### src/rtl/rv32i_wbarbiter.sv
`default_nettype none
// ============================================================================
// Module   : rv32i_wbarbiter
// Purpose  : Shares the register-file write port between the pipeline WB stage
//            and a queued long-latency unit, with starvation stall and busy mask.
// Revision : 1.0
// ============================================================================
module rv32i_wbarbiter #(
    parameter int DEPTH      = 4,
    parameter int STARVE_MAX = 8
) (
    input  logic                     clk,
    input  logic                     reset,
    input  logic                     pipe_wb_en,
    input  logic [4:0]               pipe_wb_reg,
    input  logic [31:0]              pipe_wb_data,
    input  logic                     llu_valid,
    output logic                     llu_ready,
    input  logic [4:0]               llu_reg,
    input  logic [31:0]              llu_data,
    input  logic                     issue_en,
    input  logic [4:0]               issue_reg,
    output logic [31:0]              busy_mask,
    output logic                     stall_out,
    output logic                     rf_we,
    output logic [4:0]               rf_waddr,
    output logic [31:0]              rf_wdata,
    output logic                     df_wb_enable,
    output logic [4:0]               df_wb_reg,
    output logic [31:0]              df_wb_data,
    output logic [$clog2(DEPTH):0]   fifo_count
);

    localparam int c_AW = $clog2(DEPTH);
    localparam int c_CW = c_AW + 1;
    localparam int c_SW = $clog2(STARVE_MAX) + 1;
    localparam logic [c_CW-1:0] c_DEPTH_CNT   = c_CW'(DEPTH);
    localparam logic [c_SW-1:0] c_STARVE_LAST = c_SW'(STARVE_MAX - 1);

    logic [4:0]      r_fifo_reg  [DEPTH];
    logic [31:0]     r_fifo_data [DEPTH];
    logic [c_AW-1:0] r_wr_ptr;
    logic [c_AW-1:0] r_rd_ptr;
    logic [c_CW-1:0] r_count;
    logic [c_SW-1:0] r_starve;
    logic            r_stall;
    logic [31:0]     r_busy;
    logic            r_we;
    logic [4:0]      r_waddr;
    logic [31:0]     r_wdata;

    logic            w_fifo_ne;
    logic            w_pipe_req;
    logic            w_grant_fifo;
    logic            w_grant_pipe;
    logic            w_push;
    logic            w_starve_inc;
    logic            w_starve_hit;
    logic [4:0]      w_head_reg;
    logic [31:0]     w_head_data;
    logic [31:0]     w_busy_set;
    logic [31:0]     w_busy_clr;

    assign w_fifo_ne   = (r_count != '0);
    assign w_pipe_req  = pipe_wb_en && (pipe_wb_reg != 5'd0);
    assign llu_ready   = (r_count < c_DEPTH_CNT);
    // Results for x0 are consumed from the LLU but never occupy a slot.
    assign w_push      = llu_valid && llu_ready && (llu_reg != 5'd0);
    assign w_head_reg  = r_fifo_reg[r_rd_ptr];
    assign w_head_data = r_fifo_data[r_rd_ptr];

    // A pending forced stall outranks the pipeline; otherwise the pipeline wins.
    always_comb begin
        w_grant_fifo = 1'b0;
        w_grant_pipe = 1'b0;
        if (r_stall && w_fifo_ne) begin
            w_grant_fifo = 1'b1;
        end else if (w_pipe_req) begin
            w_grant_pipe = 1'b1;
        end else if (w_fifo_ne) begin
            w_grant_fifo = 1'b1;
        end
    end

    assign w_starve_inc = w_grant_pipe && w_fifo_ne;
    assign w_starve_hit = w_starve_inc && (r_starve == c_STARVE_LAST);
    assign w_busy_set   = (issue_en && (issue_reg != 5'd0)) ? (32'd1 << issue_reg) : 32'd0;
    assign w_busy_clr   = w_grant_fifo ? (32'd1 << w_head_reg) : 32'd0;

    always_ff @(posedge clk) begin
        if (w_push) begin
            r_fifo_reg[r_wr_ptr]  <= llu_reg;
            r_fifo_data[r_wr_ptr] <= llu_data;
        end
    end

    always_ff @(posedge clk) begin
        if (!reset) begin
            r_wr_ptr <= '0;
            r_rd_ptr <= '0;
            r_count  <= '0;
            r_starve <= '0;
            r_stall  <= 1'b0;
            r_busy   <= 32'd0;
            r_we     <= 1'b0;
            r_waddr  <= 5'd0;
            r_wdata  <= 32'd0;
        end else begin
            if (w_push) begin
                r_wr_ptr <= r_wr_ptr + c_AW'(1);
            end
            if (w_grant_fifo) begin
                r_rd_ptr <= r_rd_ptr + c_AW'(1);
            end
            case ({w_push, w_grant_fifo})
                2'b10:   r_count <= r_count + c_CW'(1);
                2'b01:   r_count <= r_count - c_CW'(1);
                default: r_count <= r_count;
            endcase
            if (w_starve_hit) begin
                r_starve <= '0;
            end else if (w_starve_inc) begin
                r_starve <= r_starve + c_SW'(1);
            end else begin
                r_starve <= '0;
            end
            r_stall <= w_starve_hit;
            // Set wins over clear; x0 can never be marked busy.
            r_busy  <= ((r_busy & ~w_busy_clr) | w_busy_set) & ~32'd1;
            r_we    <= w_grant_pipe || w_grant_fifo;
            if (w_grant_pipe) begin
                r_waddr <= pipe_wb_reg;
                r_wdata <= pipe_wb_data;
            end else if (w_grant_fifo) begin
                r_waddr <= w_head_reg;
                r_wdata <= w_head_data;
            end
        end
    end

    assign busy_mask    = r_busy;
    assign stall_out    = r_stall;
    assign rf_we        = r_we;
    assign rf_waddr     = r_waddr;
    assign rf_wdata     = r_wdata;
    assign df_wb_enable = r_we;
    assign df_wb_reg    = r_waddr;
    assign df_wb_data   = r_wdata;
    assign fifo_count   = r_count;

endmodule
`default_nettype wire
### config.mk
export PLATFORM = sky130hd
export DESIGN_NAME = rv32i_wbarbiter
export DESIGN_NICKNAME = d
export VERILOG_FILES = /design/src/rtl/rv32i_wbarbiter.sv
export SDC_FILE = /design/constraint.sdc
export NUM_CORES = 1
export LEC_CHECK = 0
export CAP_MARGIN = 20
export CORE_UTILIZATION = 50
export CTS_BUF_LIST = sky130_fd_sc_hd__clkbuf_8
export DETAILED_ROUTE_END_ITERATION = 7
export PLACE_DENSITY = 0.81
export RECOVER_POWER = 100
export SLEW_MARGIN = 5
export SYNTH_ARGS = -nofsm -noshare
export SYNTH_HDL_FRONTEND = slang
export SYNTH_SLANG_ARGS = --single-unit
### constraint.sdc
create_clock -name clk -period 2.97 [get_ports clk]
set_input_delay 0.4455 -clock clk [delete_from_list [all_inputs] [get_ports clk]]
set_output_delay 0.4455 -clock clk [all_outputs]
set_load 0.05 [all_outputs]
==> impl_metrics.json <==
{
  "status": "finished clean",
  "syn_inst": 707,
  "final_cells": 1152,
  "grt_use_total_pct": 22.8,
  "reg2reg_slack_ns": 0.27,
  "powerDensity_nw_per_um2": 820,
  "largest_reg_flops": 128,
  "grt_pass1_wl_mm": 34.1,
  "htree_num_levels": 2,
  "cts_resized": 0,
  "switching_share_pct": 36.3,
  "finalHoldViolations": 0,
  "syn_avg_cell_area_um2": 13.4,
  "antenna_found_initial": 7,
  "via_count": 6488,
  "grt_max_degree": 33,
  "hpwl_mm": 15.0,
  "final_max_slew_viol_count": 0,
  "fin_area_um2": 12200,
  "clkSlewWorstSetupHoldPaths_ns": 0.07,
  "top_register": "r_fifo_data",
  "clkPwrFrac_pct": 27.0,
  "die_w_um": 139,
  "clk_latency_ns": 0.51,
  "yosysUniqueCellTypes": 51,
  "rsz0062_at_grt": "no",
  "syn_nets": 798,
  "crit_fanout": 27,
  "final_cell_mix": "dlygate4sd3_1 (149), edfxtp_1 (148), dfxtp_1 (81)",
  "slew_headroom_pct": 21.7,
  "fillers": 1274,
  "yosys_warnings": 0,
  "start_util_pct": 51.8,
  "end_kind": "flop",
  "synth_edf_count": 148,
  "ys_seq_area_share_pct": 64.7,
  "cts_buffers": 37,
  "drc": 0,
  "hp-class": "in -> reg",
  "cts_tree": "yes",
  "slowest_delay_ns": 0.75,
  "grt_pass1_vias": 6541,
  "path_depth": 5,
  "p_comb_share_pct": 32.7,
  "place.gp.congestion": 0.902,
  "io_pins": 197,
  "reg2reg_depth": 5,
  "totalWireLength_mm": 21.9,
  "routedWlPerCell_um": 19.0,
  "max-clock-path-buffers": 3,
  "worstSetupPathType": "reg -> reg",
  "fp.coreArea_um2": 18200,
  "dpl_cell_area_um2": 11500,
  "overflow": 0,
  "postCtsSetupRepairBufs": 0,
  "root_buffer": "clkbuf_8",
  "cts_hold_buf": 0,
  "synth_seq_cells": 231,
  "cp_cell_sequence": "or3_2 -> a221oi_2 -> buf_4 -> nand4_1 -> nor2_1",
  "fp.dieArea_um2": 19400,
  "setup_tns_ns": 0,
  "viasPerCell": 5.63,
  "hold_depth": 3,
  "ys.flop_type": "edfxtp_1",
  "fin_crit_ns": 2.70,
  "critPathBufInv": 1,
  "cts.sinks": 231,
  "cp_slowest_cell": "a221oi_2",
  "cp-start-kind": "flop",
  "p_leak_nw": 4.36,
  "die_h_um": 139,
  "clock.fmax_ghz": 0.370,
  "timing.hold.ws_ns": 0.311,
  "cp.arrival_ns": 3.15,
  "skew_ns": 0.0134,
  "power_frac_seq_pct": 40.3,
  "post-place-cells": 1079,
  "drt_iter0_markers": 350,
  "numPortBuffers": 195,
  "syn_area_um2": 9440,
  "setup_violations": 0,
  "std_cell_rows": 49,
  "critPathTopFamily": "simple AND/OR/NAND/NOR gates",
  "firstDrtPassIters": 5,
  "async_flop_share_pct": 0,
  "cp_data_required_time_ns": 3.42,
  "max_cap_viol_count": 0,
  "layout-drive-gt1-share_pct": 13.6,
  "final_common_cell": "dlygate4sd3_1",
  "finalNetCount": 980,
  "power.internal_w": 0.00637,
  "syn2layout_area_growth_pct": 29.1,
  "period_share_pct": 91.1,
  "worstMarginPinSlew_ns": 1.17,
  "switchingPower_w": 0.00363,
  "max-vdd-ir-drop_uv": 498,
  "ant_nets": 0
}
-- cell usage after synthesis, drive strengths merged, types with 2 or more instances --
library cell / count / area, µm²
or2: 7 / 46.3
nand4b: 2 / 17.5
or3b: 2 / 17.5
nand3: 5 / 25.0
dfxtp: 83 / 1660
or3: 5 / 31.3
edfxtp: 148 / 4440
o21ai: 56 / 280
buf: 51 / 364
nand4: 3 / 18.8
nor2: 29 / 109
nor4: 7 / 43.8
mux4: 39 / 882
nor3: 3 / 15.0
a21oi: 78 / 390
nor4b: 4 / 35.0
nor3b: 3 / 22.5
nand3b: 3 / 22.5
nand2b: 9 / 56.3
xnor2: 2 / 17.5
a32o: 8 / 80.1
o31ai: 3 / 22.5
a31oi: 15 / 93.8
o22ai: 5 / 31.3
clkbuf: 29 / 109
inv: 10 / 37.5
and2: 4 / 25.0
or4: 9 / 67.6
xor2: 3 / 26.3
mux2i: 2 / 20.0
ha: 6 / 75.1
nand2: 61 / 229
-- per-layer routing --
metal	vias to the layer above	track usage, %	routed length [µm]
met5	-	0	24
met4	4	8.36	498
met3	46	5.85	1780
met2	288	39.1	11000
met1	3133	27.8	8600
li1	3017	-	-
-- power by group through the flow --
stage / Clock [W] / Combinational, W / Sequential (W)
floorplan: 0 / 0.00184 / 0.00459
global placement: 0 / 0.00336 / 0.00408
detailed placement: 0 / 0.00341 / 0.00410
CTS: 0.00275 / 0.00342 / 0.00404
global route: 0.00288 / 0.00347 / 0.00407
finish: 0.00270 / 0.00327 / 0.00403
-- path summary, 6_finish.rpt --
check                                                 from                         end
worst max-delay path            fifo_count[0]$_SDFFE_PN0P_      r_starve[3]$_SDFF_PP0_
worst min-delay path                                 reset  df_wb_data[1]$_SDFFE_PN0P_
worst max register to register  fifo_count[0]$_SDFFE_PN0P_      r_starve[3]$_SDFF_PP0_
worst min register to register      r_starve[0]$_SDFF_PP0_      r_starve[0]$_SDFF_PP0_
-- area by class of cell --
cell class	instances	area (µm²)	share of cell area, %
Antenna cell	5	12.5	0.103
Clock buffer	43	592	4.86
Clock inverter	25	156	1.28
Inverter	11	41.3	0.339
Multi-Input combinational cell	385	2830	23.2
Sequential cell	231	6110	50.1
Tap cell	229	287	2.35
Timing Repair Buffer	223	2160	17.7
-- kinds of logic after synthesis --
kind of cell / synth area share [%]
fa+ha+maj: 1.01
compound gates: 10.2
buf+inv: 5.45
other cells: 0.0397
simple gates: 8.65
flops: 64.7
mux: 9.56
xor+xnor: 0.464
-- per-stage QoR --
step | setup slack [ns] | utilization, % | total power, W
2_1_floorplan | 0.234 | - | 0.00642
3_3_place_gp | 0.109 | 63.0 | 0.00744
3_5_place_dp | 0.0507 | 63.0 | 0.00751
4_1_cts | 0.256 | 67.1 | 0.0102
5_1_grt | 0.0794 | 66.9 | 0.0104
6_report | 0.266 | 66.9 | 0.00999
-- worst min-delay path: stages --
cell	delay (ns)
buf_2	0.18
o21ai_0	0.10
a21oi_1	0.04
Note: power is estimated with default switching activity, not from simulation.
